### src/rtl/mem_stage.sv
// mem_stage: RV32I memory-access stage between execute and writeback.
// One ready-handshaked data-memory access is outstanding at a time. Upstream
// is stalled while it is in flight, and non-memory instructions pass through
// with one cycle of latency. A misaligned access, an illegal funct3 or a
// timeout retires as a bubble with a one-cycle mem_fault pulse.
module mem_stage #(
  parameter int unsigned TIMEOUT = 255
) (
  input  logic        clk,
  input  logic        reset,
  input  logic [31:0] alu_in,
  input  logic [31:0] iw_in,
  input  logic [31:0] pc_in,
  input  logic [31:0] rs2_data_in,
  input  logic [4:0]  wb_reg_in,
  input  logic        wb_en_in,
  input  logic        w_en_in,
  output logic        dmem_req,
  output logic        dmem_we,
  output logic [31:0] dmem_addr,
  output logic [3:0]  dmem_be,
  output logic [31:0] dmem_wdata,
  input  logic        dmem_ready,
  input  logic [31:0] dmem_rdata,
  output logic [31:0] mem_out,
  output logic [31:0] iw_out,
  output logic [31:0] pc_out,
  output logic [4:0]  wb_reg_out,
  output logic        wb_en_out,
  output logic        stall_out,
  output logic        mem_fault,
  output logic        df_mem_enable,
  output logic [4:0]  df_mem_reg,
  output logic [31:0] df_mem_data
);
  localparam logic [6:0]  OP_LOAD   = 7'b0000011;
  localparam logic [15:0] WAIT_LAST = 16'(TIMEOUT - 1);

  typedef enum logic {IDLE, BUSY} state_t;

  state_t      state_q;
  logic [15:0] wait_q;
  logic [31:0] addr_q;
  logic [2:0]  f3_q;
  logic [31:0] rs2_q;
  logic [31:0] iw_q;
  logic [31:0] pc_q;
  logic [4:0]  rd_q;
  logic        store_q;
  logic [31:0] mem_out_q;
  logic [31:0] iw_out_q;
  logic [31:0] pc_out_q;
  logic [4:0]  wb_reg_q;
  logic        wb_en_q;
  logic        fault_q;

  logic [2:0]  f3_in;
  logic        is_store_in;
  logic        is_load_in;
  logic        mem_op_in;
  logic        legal_in;
  logic        misalign_in;
  logic        accept_in;
  logic        busy;
  logic        timeout_hit;

  // Byte enables for the access size at byte offset o.
  function automatic logic [3:0] lane_be(input logic [2:0] f3, input logic [1:0] o);
    case (f3[1:0])
      2'b00:   lane_be = 4'b0001 << o;
      2'b01:   lane_be = o[1] ? 4'b1100 : 4'b0011;
      default: lane_be = 4'b1111;
    endcase
  endfunction

  // Replicate store data across all lanes so the byte enables select it.
  function automatic logic [31:0] lane_wdata(input logic [2:0] f3, input logic [31:0] d);
    case (f3[1:0])
      2'b00:   lane_wdata = {4{d[7:0]}};
      2'b01:   lane_wdata = {2{d[15:0]}};
      default: lane_wdata = d;
    endcase
  endfunction

  // Pick the addressed byte/half out of the read word and extend it.
  function automatic logic [31:0] load_extract(input logic [2:0] f3, input logic [1:0] o,
                                               input logic [31:0] w);
    logic [7:0]  b;
    logic [15:0] h;
    b = w[{o, 3'b000} +: 8];
    h = w[{o[1], 4'b0000} +: 16];
    case (f3)
      3'b000:  load_extract = {{24{b[7]}}, b};
      3'b001:  load_extract = {{16{h[15]}}, h};
      3'b100:  load_extract = {24'd0, b};
      3'b101:  load_extract = {16'd0, h};
      default: load_extract = w;
    endcase
  endfunction

  // Classify the incoming instruction and check funct3 legality and alignment.
  always_comb begin
    f3_in       = iw_in[14:12];
    is_store_in = w_en_in;
    is_load_in  = !w_en_in && (iw_in[6:0] == OP_LOAD);
    mem_op_in   = is_store_in || is_load_in;
    if (is_store_in) legal_in = (f3_in == 3'b000) || (f3_in == 3'b001) || (f3_in == 3'b010);
    else             legal_in = (f3_in == 3'b000) || (f3_in == 3'b001) || (f3_in == 3'b010) ||
                                (f3_in == 3'b100) || (f3_in == 3'b101);
    case (f3_in[1:0])
      2'b01:   misalign_in = alu_in[0];
      2'b10:   misalign_in = (alu_in[1:0] != 2'b00);
      default: misalign_in = 1'b0;
    endcase
    accept_in = mem_op_in && legal_in && !misalign_in;
  end

  assign busy        = (state_q == BUSY);
  assign timeout_hit = busy && !dmem_ready && (wait_q == WAIT_LAST);
  // Stall while a legal op is being accepted or an access is still waiting.
  assign stall_out   = busy ? (!dmem_ready && !timeout_hit) : accept_in;

  assign dmem_req   = busy;
  assign dmem_we    = busy && store_q;
  assign dmem_addr  = busy ? {addr_q[31:2], 2'b00} : 32'd0;
  assign dmem_be    = busy ? lane_be(f3_q, addr_q[1:0]) : 4'd0;
  assign dmem_wdata = (busy && store_q) ? lane_wdata(f3_q, rs2_q) : 32'd0;

  assign mem_out       = mem_out_q;
  assign iw_out        = iw_out_q;
  assign pc_out        = pc_out_q;
  assign wb_reg_out    = wb_reg_q;
  assign wb_en_out     = wb_en_q;
  assign mem_fault     = fault_q;
  assign df_mem_enable = wb_en_q;
  assign df_mem_reg    = wb_reg_q;
  assign df_mem_data   = mem_out_q;

  // IDLE/BUSY access FSM together with the latched op and the output register.
  always_ff @(posedge clk) begin
    if (reset) begin
      state_q   <= IDLE;
      wait_q    <= 16'd0;
      addr_q    <= 32'd0;
      f3_q      <= 3'd0;
      rs2_q     <= 32'd0;
      iw_q      <= 32'd0;
      pc_q      <= 32'd0;
      rd_q      <= 5'd0;
      store_q   <= 1'b0;
      mem_out_q <= 32'd0;
      iw_out_q  <= 32'd0;
      pc_out_q  <= 32'd0;
      wb_reg_q  <= 5'd0;
      wb_en_q   <= 1'b0;
      fault_q   <= 1'b0;
    end else begin
      fault_q <= 1'b0;
      case (state_q)
        IDLE: begin
          if (!mem_op_in) begin
            mem_out_q <= alu_in;
            iw_out_q  <= iw_in;
            pc_out_q  <= pc_in;
            wb_reg_q  <= wb_reg_in;
            wb_en_q   <= wb_en_in && (wb_reg_in != 5'd0);
          end else if (accept_in) begin
            addr_q  <= alu_in;
            f3_q    <= f3_in;
            rs2_q   <= rs2_data_in;
            iw_q    <= iw_in;
            pc_q    <= pc_in;
            rd_q    <= wb_reg_in;
            store_q <= is_store_in;
            wait_q  <= 16'd0;
            wb_en_q <= 1'b0;
            state_q <= BUSY;
          end else begin
            wb_en_q <= 1'b0;
            fault_q <= 1'b1;
          end
        end
        BUSY: begin
          if (dmem_ready) begin
            mem_out_q <= store_q ? addr_q : load_extract(f3_q, addr_q[1:0], dmem_rdata);
            iw_out_q  <= iw_q;
            pc_out_q  <= pc_q;
            wb_reg_q  <= rd_q;
            wb_en_q   <= !store_q && (rd_q != 5'd0);
            state_q   <= IDLE;
          end else if (timeout_hit) begin
            wb_en_q <= 1'b0;
            fault_q <= 1'b1;
            state_q <= IDLE;
          end else begin
            wait_q <= wait_q + 16'd1;
          end
        end
        default: state_q <= IDLE;
      endcase
    end
  end
endmodule

### config.mk
export PLATFORM = sky130hd
export DESIGN_NAME = mem_stage
export DESIGN_NICKNAME = d
export VERILOG_FILES = /design/src/rtl/mem_stage.sv
export SDC_FILE = /design/constraint.sdc
export NUM_CORES = 1
export LEC_CHECK = 0
export BUFFER_PORTS_ARGS = -buffer_cell sky130_fd_sc_hd__buf_2
export CORE_MARGIN = 5
export CORE_UTILIZATION = 41
export CTS_CLUSTER_DIAMETER = 150
export DETAILED_ROUTE_END_ITERATION = 7
export GPL_TIMING_DRIVEN = 1
export HOLD_SLACK_MARGIN = 0.08
export MAX_ROUTING_LAYER = met4
export PLACE_DENSITY = 0.69
export SLEW_MARGIN = 5
export SYNTH_ARGS = -nofsm -noshare
export SYNTH_HDL_FRONTEND = slang
export SYNTH_SLANG_ARGS = --single-unit
### constraint.sdc
create_clock -name clk -period 1.8 [get_ports clk]
set_input_delay 0.18 -clock clk [delete_from_list [all_inputs] [get_ports clk]]
set_output_delay 0.18 -clock clk [all_outputs]
set_load 0.01 [all_outputs]
### Word-level counts from Yosys, hierarchy flattened

Cells that the tools add are included.

| storage, ports and cells | value |
|---|---|
| flip-flop bits (word level) | 257 |
| output and inout port bits | 212 |

| cells by class | value |
|---|---|
| reduce and logical (&&, ||, !) cells | 28 |
| bitwise logic cells | 1 |
| equal/unequal tests | 19 |
| mux-type cells | 42 |
| shift operators | 3 |
| $add $sub $neg | 1 |

Operators by type and width:

| cell | number |
|---|---|
| $mux 32 | 9 |
| $pmux 32 s2 | 4 |
| $pmux 32 s4 | 1 |
| $mux 16 | 4 |
| $pmux 16 s2 | 1 |
| $shiftx 32x6->16 | 1 |
| $shiftx 32x6->8 | 1 |
| $add 16x1->16 const B | 1 |
| $eq 16x8->1 const B | 1 |
| $mux 1 | 13 |
| $eq 3x3->1 const B | 4 |
| $ne 2x2->1 const B | 6 |
| $mux 5 | 2 |
| $pmux 5 s2 | 1 |
| $reduce_bool 5->1 | 2 |
| $logic_and 1x1->1 | 9 |
| $mux 4 | 2 |
| $pmux 1 s2 | 4 |
| $pmux 4 s2 | 1 |
| $eq 7x2->1 const B | 1 |
| $eq 3x1->1 const B | 2 |
| $logic_not 3->1 | 2 |
| $logic_not 1->1 | 5 |
| $logic_or 1x1->1 | 5 |
| other kinds (11) | 12 |

### Longest topological paths before layout

Gate-level depths: netlist of the first run.

| logic depth | value |
|---|---|
| word-level depth | 11 |
| mapped depth | 10 |

### Least setup slack after synthesis of the first run

No wires, ideal clock.

| path | value |
|---|---|
| path kind | register -> register |
| start point | reg addr_q[1] |
| end point | reg mem_out_q[21], in the netlist df_mem_data[21] |
| cell stages (with the launch flop) | 7 |
| required time | 1.664 ns |
| period minus slack after synthesis | 1.820 ns |
| path slack | -0.020 ns |
| data arrival time | 1.683 ns |
| path through | dfxtp_1 > mux2_1 > mux2_2 > a31oi_4 > buf_2 > o2bb2ai_1 > a31oi_1 |

| on the way | value |
|---|---|
| cells in the longest elaborated chain, start to end | 5 |

Ends and longest elaborated chain:

| what | line | text |
|---|---|---|
| start, declared | 43 | `logic [31:0] addr_q;` |
| start signal, assigned | 168 | `addr_q <= alu_in;` |
| $shiftx 32x6->16 / $shiftx 32x6->8 (equally long branches) | 91, 90 |  |
| $pmux 32 s4 * | 92 | `case (f3)` |
| $mux 32 * | 185 | `mem_out_q <= store_q ? addr_q : load_extract(f3_q, addr_q[1:0], dmem_rdata);` |
| $mux 32 * | 184 | `if (dmem_ready) begin` |
| $pmux 32 s2 * | 159 | `case (state_q)` |
| end signal, assigned | 162 | `mem_out_q <= alu_in;` |
| end signal, assigned | 185 |  |
| end, declared | 50 | `logic [31:0] mem_out_q;` |

Every way passes the cells marked *; elsewhere a longest branch is shown, timed or not. The select of a mux whose other input is x is not followed.
A chain may end at the register's enable or synchronous reset.

### Worst setup path in the final report of the first run

| path | value |
|---|---|
| start point | reg f3_q[0] |
| end point | out dmem_wdata[27] |

| on the way | value |
|---|---|
| cells in the longest elaborated chain, start to end | 3 |

Ends and longest elaborated chain:

| what | line | text |
|---|---|---|
| start, declared | 44 | `logic [2:0] f3_q;` |
| start signal, assigned | 169 | `f3_q <= f3_in;` |
| $eq 2x1->1 / $logic_not 2->1 (equally long branches) | 78 | `case (f3[1:0])` |
| $pmux 32 s2 * | 78 |  |
| $mux 32 * | 127 | `assign dmem_wdata = (busy && store_q) ? lane_wdata(f3_q, rs2_q) : 32'd0;` |
| end, declared | 22 | `output logic [31:0] dmem_wdata,` |

Every way passes the cells marked *; elsewhere a longest branch is shown, timed or not.

==> results by group, run 1 <==
Run status
  • Status: finished, violations left
  • Failing checks: negative setup slack

Floorplanning
  • # IOs: 382
  • Chip Height: 181 um
  • Die span in x: around 180 um
  • Row count: 62
  • Initial Util: 41.5%
  • Core ar.: 0.0287 mm^2
  • Die area: roughly 0.033 mm^2

STA
  • Actual slew at the worst max-slew pin: 685 ps
  • Rel. slew slack: 54.3%
  • Clk_skew: 19.4 ps
  • Final hold vios: 0
  • FMAX: 503 MHz
  • Slew Viols, Final: 0
  • Fin crit period: 1990 ps
  • Fin worst setup slack: -190 ps
  • Fin crit share: 111%
  • RSZ-0062 raised after global routing: yes
  • Setup violators final: 44

Place
  • DPL Wire Length: 28500 um
  • PortBufs: 379
  • Placed cells: 2170
  • Placer Congestion: just over 0.9

Synthesis
  • Syn Inst Count: approximately 1500
  • Area share of the largest cell type after synthesis: a little over two fifths
  • Top post-synthesis cells by area: dfxtp_1 43%, nand2_1 11%, a21oi_1 8.6%, mux2i_1 7.7%, a211oi_1 4.6%
  • Seq cells post-synth: roughly 250
  • Ys flop type: dfxtp_1
  • Leading area contributor after synthesis: dfxtp_1
  • YS warnings: 0
  • Average size of a mapped cell: 7.94 um^2
  • Distinct cells, synth: between 50 and 60
  • EDFF count, synth: 0
  • Async SR Flop Fraction: 0%
  • Cell area after synthesis: 0.0119 mm^2
  • Sequential area share after synthesis: 42.6%

Worst setup path
  • Reg-to-reg setup timing slack: -90 ps
  • Largest fanout on the critical path: 8
  • CP Launch Type: flop
  • Crit path DAT: about 1800 ps
  • Required time of the critical path: 1620 ps
  • Worst Path Class, Setup: reg -> out
  • Worst setup EP type: output port

Drt
  • Routed len/inst: 19.6 um
  • Drt via density: 5.49
  • Drt pass-1 iters: 5
  • Drt initial violations: 1192
  • Antenna Nets Post-Route: 0
  • DRT Wirelength: 47600 um
  • Vias post-DR: 13365
  • Number of remaining DRC errors: 0

Final layout
  • Finished Layout Cells: 2435
  • Final core utilization: 63.9%
  • Commonest non-fill, non-tap cells in the layout: 368 x buf_2, 328 x nand2_1, 245 x dfxtp_1
  • Area grow syn2layout: 53.9%
  • Fraction of layout cells with a size suffix above 1: 32.9%
  • Nets: 2202
  • Most common cell after layout, fill and taps aside: buf_2
  • Layout fillers: 2275

GRT
  • GR Util met3: slightly below 5%
  • Vias in the first global route: 12789
  • Initial antenna violation count: 4
  • GR Overflow Total: 0
  • Global-route wire length before repair: 70100 um
  • Met1 usage: roughly 32%
  • Pin count of the biggest net entering global routing: 140
  • Met2 Use GR: 44.7%
  • GRT busiest layer: met2
  • Total GRT Usage: 26.5%

Clocking
  • Root Buffer Master: clkbuf_16
  • CTS tree: built
  • CTS max path bufs: 3
  • Later-pin clock latency in the skew report: 550 ps
  • TritonCTS Buffers: 29
  • Sinks on Clock Net: ~250
  • Register clock-pin slew on the reported worst setup and hold paths: roughly 70 ps
  • H-tree lvl count: 1

Job
  • Maxcap violations: 0

Worst hold path
  • Hold crit path type: in -> reg

Power and ir drop
  • Leak pwr: between 7 and 8 nW
  • VDD IR-drop max: 0.773 mV
  • Power Dens Cells: 836 mW/mm^2
final timing paths:
kind	start	end	cells past startpoint
min reg2reg	pc_q[14]$_SDFFE_PP0P_	pc_q[14]$_SDFFE_PP0P_	2
max	f3_q[0]$_SDFFE_PP0P_	dmem_wdata[27]	6
min	dmem_rdata[30]	df_mem_data[30]$_SDFFE_PP0P_	4
max reg2reg	f3_q[0]$_SDFFE_PP0P_	df_mem_data[25]$_SDFFE_PP0P_	8
synth_stat cells (2+ instances only):
cell type  instances
a2111o_1           6
a211oi_1          73
a21o_1             8
a21oi_1          206
a31oi_1           26
a41o_1             2
a41oi_1            2
and2_1            31
and3_1            16
and4_1             3
buf_1              7
buf_2             27
buf_4             46
clkbuf_1          79
dfxtp_1          254
ha_1               5
inv_1             12
mux2_2             2
mux2i_1           92
nand2_1          340
nand2b_1          17
nand3_1           15
nand4_1            6
nor2_1           106
nor3_1             4
o2111ai_1          4
o211ai_1           2
o21ai_0           45
o221ai_1           7
o2bb2ai_1         18
or2_2              7
or3_1             14
or4_1              2
kinds of logic (layout without fill, tap and decap cells):
kind of cell / after synthesis / in the layout / synth area share [%]
AND/OR/NAND/NOR: 565 / 565 / 20.3
AO/OA/AOI/OAI: 408 / 408 / 21.1
flip-flops: 254 / 254 / 42.6
buffers and inverters: 173 / 717 / 7.24
multiplexers: 96 / 96 / 8.20
adder cells (fa/ha/maj): 5 / 5 / 0.525
other: 1 / 6 / 0.0314
power breakdown:
group / internal, mW / switching, mW
combinational: 1.45 / 1.70
clock: 3.56 / 2.37
sequential: 6.00 / 0.272
worst max-delay path: stages, from the launching register on:
cell,delay (ps)
dfxtp_4,410
buf_12,150
mux2i_1,220
nor2_1,80
a21oi_1,160
nor2_1,80
buf_2,150
routing by layer:
| metal | part of all wire (%) | up-vias |
|---|---|---|
| li1 | - | 6234 |
| met1 | 39 | 6287 |
| met2 | 49 | 727 |
| met3 | 8.6 | 117 |
| met4 | 3.6 | 0 |
| met5 | 0 | - |
final cells by class:
type                            count  area, um^2  share of cell area [%]
Timing Repair Buffer              653        5130                    27.9
Antenna cell                        4        10.0                  0.0545
Clock inverter                      9         105                   0.573
Sequential cell                   254        5110                    27.8
Tap cell                          384         480                    2.62
Clock buffer                       42         855                    4.66
Inverter                           13        57.6                   0.314
Multi-Input combinational cell   1076        6610                    36.0
through the flow:
stage / power (mW) / setup slack, ps / TNS [ps] / cell area (um^2) / hold slack [ps]
2_1_floorplan: 7.73 / 10.6 / 0 / 11900 / 316
3_3_place_gp: 8.68 / -247 / -29750 / 14200 / 421
3_5_place_dp: 8.72 / -274 / -34230 / 14200 / 426
4_1_cts: 15.1 / -192 / -2200 / 17600 / 85.6
5_1_grt: 15.9 / -271 / -6390 / 18400 / 79.8
6_report: 15.3 / -190 / -3190 / 18400 / 109
repair_timing:
item,CTS,global route
gates resized for setup,102,117
gates cloned,7,14
setup endpoints to repair,85,129
pin swaps,33,43
setup buffers,27,10
endpoints found under the hold margin,233,0
hold buffers,158,0
(Power assumes the default switching activity.)
==> run 2: changes to the inputs <==
--- a/config.mk
+++ b/config.mk
@@ -11,9 +11,9 @@
 export CTS_CLUSTER_DIAMETER = 150
 export DETAILED_ROUTE_END_ITERATION = 7
 export GPL_TIMING_DRIVEN = 1
-export HOLD_SLACK_MARGIN = 0.08
+export HOLD_SLACK_MARGIN = 0.15
 export MAX_ROUTING_LAYER = met4
-export PLACE_DENSITY = 0.69
+export PLACE_DENSITY = 0.67
 export SLEW_MARGIN = 5
 export SYNTH_ARGS = -nofsm -noshare
 export SYNTH_HDL_FRONTEND = slang
==> constraint.sdc (replaced) <==
create_clock -name clk -period 1.86 [get_ports clk]
set_input_delay 0.186 -clock clk [delete_from_list [all_inputs] [get_ports clk]]
set_output_delay 0.186 -clock clk [all_outputs]
set_load 0.01 [all_outputs]
==> run 2 against run 1 <==
The flow still finishes with violations (negative setup slack); sequential share of layout area grew 1.2 points; final cell count shrank 0.82%; clock power shrank 8.4%; total power shrank 7.0%; worst setup slack gained 99 ps; first-iteration DRC count shrank 14%; wire length shrank 8.5%.
==> results by group, run 2 (synthesis results as in run 1) <==
Run status
  • Status: finished, violations left (unchanged)
  • Failing checks: negative setup slack (unchanged)

STA
  • Fin crit period: 1950 ps
  • Rel. slew slack: 62.8% (was 54.3%)
  • Fin crit share: 105%
  • Fin worst setup slack: -91.0 ps (was -190 ps)
  • Final hold vios: 0 (unchanged)
  • Actual slew at the worst max-slew pin: 557 ps (was 685 ps)
  • Slew Viols, Final: 0 (unchanged)
  • RSZ-0062 raised after global routing: yes (unchanged)
  • Setup violators final: 19 (was 44)
  • FMAX: slightly above 500 MHz
  • Clk_skew: 14.8 ps (was 19.4 ps)

GRT
  • Global-route wire length before repair: 68600 um (was 70100 um)
  • Total GRT Usage: 25.8% (was 26.5%)
  • Vias in the first global route: 12460 (was 12789)
  • Initial antenna violation count: 2 (was 4)
  • GR Overflow Total: 0 (unchanged)
  • Pin count of the biggest net entering global routing: 112 (was 140)

Floorplanning
  • # IOs: 382 (unchanged)
  • Initial Util: 41.5% (unchanged)
  • Die area: 0.0326 mm^2 (unchanged)
  • Die span in x: 181 um (unchanged)
  • Core ar.: 0.0287 mm^2 (unchanged)
  • Chip Height: 181 um (unchanged)
  • Row count: 62 (unchanged)

Worst setup path
  • Crit path DAT: 1760 ps (was 1810 ps)
  • FF-to-FF End: df_mem_data[12]$_SDFFE_PP0P_ (was df_mem_data[25]$_SDFFE_PP0P_)
  • Setup crit start: wait_q[0]$_SDFFE_PP0P_ (was f3_q[0]$_SDFFE_PP0P_)
  • Required time of the critical path: 1670 ps (was 1620 ps)
  • CP Launch Type: flop (unchanged)
  • Largest fanout on the critical path: 3 (was 8)
  • R2R Path Start: addr_q[1]$_SDFFE_PP0P_ (was f3_q[0]$_SDFFE_PP0P_)
  • R2r worst-path depth: 6 (was 8)
  • CP Capture Point: stall_out (was dmem_wdata[27])
  • Reg-to-reg setup timing slack: -20 ps (was -90 ps)
  • Worst setup EP type: output port (unchanged)
  • Worst Path Class, Setup: reg -> out (unchanged)

Job
  • Maxcap violations: 0 (unchanged)

Power and ir drop
  • Power, Total: 14.3 mW (was 15.3 mW)
  • Power Dens Cells: 812 mW/mm^2 (was 836 mW/mm^2)
  • Leak pwr: 7.27 nW (was 7.58 nW)
  • VDD IR-drop max: 0.557 mV (was 0.773 mV)

Drt
  • Number of remaining DRC errors: 0 (unchanged)
  • Drt initial violations: 1026 (was 1192)
  • Drt pass-1 iters: 5 (unchanged)
  • Routed len/inst: 18.1 um (was 19.6 um)
  • Drt via density: 5.34 (was 5.49)
  • DRT Wirelength: 43600 um (was 47600 um)
  • Antenna Nets Post-Route: 0 (unchanged)
  • Vias post-DR: 12898 (was 13365)

Place
  • Placed Area: 0.0142 mm^2 (about the same)
  • Placed cells: 2176 (was 2170)
  • DPL Wire Length: 27900 um (was 28500 um)
  • PortBufs: 379 (unchanged)
  • Placer Congestion: 0.905 (was 0.912)

Clocking
  • CTS tree: built (unchanged)
  • TritonCTS Buffers: 28 (was 29)
  • H-tree lvl count: 1 (unchanged)
  • Later-pin clock latency in the skew report: 540 ps (was 550 ps)
  • CTS max path bufs: 3 (unchanged)
  • Root Buffer Master: clkbuf_16 (unchanged)
  • Sinks on Clock Net: 254 (unchanged)
  • Register clock-pin slew on the reported worst setup and hold paths: 60 ps (was 70 ps)

Final layout
  • Area of the multi-input gates: 0.00632 mm^2 (was 0.00661 mm^2)
  • Fraction of layout cells with a size suffix above 1: 30.2% (was 32.9%)
  • Design Area, Final: 0.0176 mm^2 (was 0.0184 mm^2)
  • Most common cell after layout, fill and taps aside: buf_2 (unchanged)
  • Final core utilization: 61.3% (was 63.9%)
  • Layout fillers: 2446 (was 2275)
  • Finished Layout Cells: 2415 (was 2435)
  • Area grow syn2layout: 47.5% (was 53.9%)
  • Commonest non-fill, non-tap cells in the layout: 375 x buf_2, 330 x nand2_1, 246 x dfxtp_1 (was 368 x buf_2, 328 x nand2_1, 245 x dfxtp_1)
  • FF+latch area: 0.00511 mm^2 (about the same)
  • Nets: 2187 (was 2202)

Worst hold path
  • Worst Hold Launch: dmem_rdata[10] (was dmem_rdata[30])
  • Hold crit path type: in -> reg (unchanged)
## run 2: how the worst min path moves through the flow
stage | endpoint | slack, ps | cells after the start
2_1_floorplan | addr_q[16]$_SDFFE_PP0P_ | 320 | 2
6_report | df_mem_data[10]$_SDFFE_PP0P_ | 180 | 5
5_1_grt | df_mem_data[10]$_SDFFE_PP0P_ | 220 | 5
3_3_place_gp | rs2_q[20]$_SDFFE_PP0P_ | 430 | 3
4_1_cts | df_mem_data[11]$_SDFFE_PP0P_ | 150 | 5
3_5_place_dp | rs2_q[21]$_SDFFE_PP0P_ | 430 | 3
## run 2: cell type report
| type | instances | area share, % |
|---|---|---|
| multi-input cells | 1076 | 35.9 |
| flip-flops and latches | 254 | 29.0 |
| repair buffers | 639 | 26.8 |
| clock buffers | 42 | 4.92 |
| well taps | 384 | 2.73 |
| inverters | 13 | 0.313 |
| clock inverters | 5 | 0.185 |
| diodes | 2 | 0.0285 |
## run 2: routing by layer
layer  up-vias  wire length, um  global-route usage [%]
met5         -                0                       -
met4         0             1270                    8.08
met3        93             3230                    4.36
met2       616            21100                    42.5
met1      6003            18000                    32.5
li1       6186                -                       -
## run 2: timing repair
action | in CTS | in global routing
pin swaps | 14 | 30
setup buffers | 20 | 8
hold endpoints to repair | 240 | 0
gates resized for setup | 70 | 67
hold buffers | 162 | 0
setup endpoints to repair | 81 | 68
gates cloned | 5 | 1
## run 2: power breakdown
group          internal [mW]  switching, mW
registers               5.80          0.252
clock network           3.19           2.24
logic                   1.28           1.51
## run 2: critical path: stages (launching register included)
cell and delay, ps:
dfxtp_2 330, inv_4 60, ha_4 120, nor4b_4 210, nand4_1 180, nand2_2 150, nand2_4 60, buf_6 120
## run 2: stage by stage
step	setup WS, ps	setup TNS (ps)	hold WS [ps]
5_1_grt	-170	-2040	217
2_1_floorplan	40.2	0	322
3_3_place_gp	-67.0	-3760	429
3_5_place_dp	-141	-11370	431
4_1_cts	-143	-1030	154
6_report	-91.0	-516	179
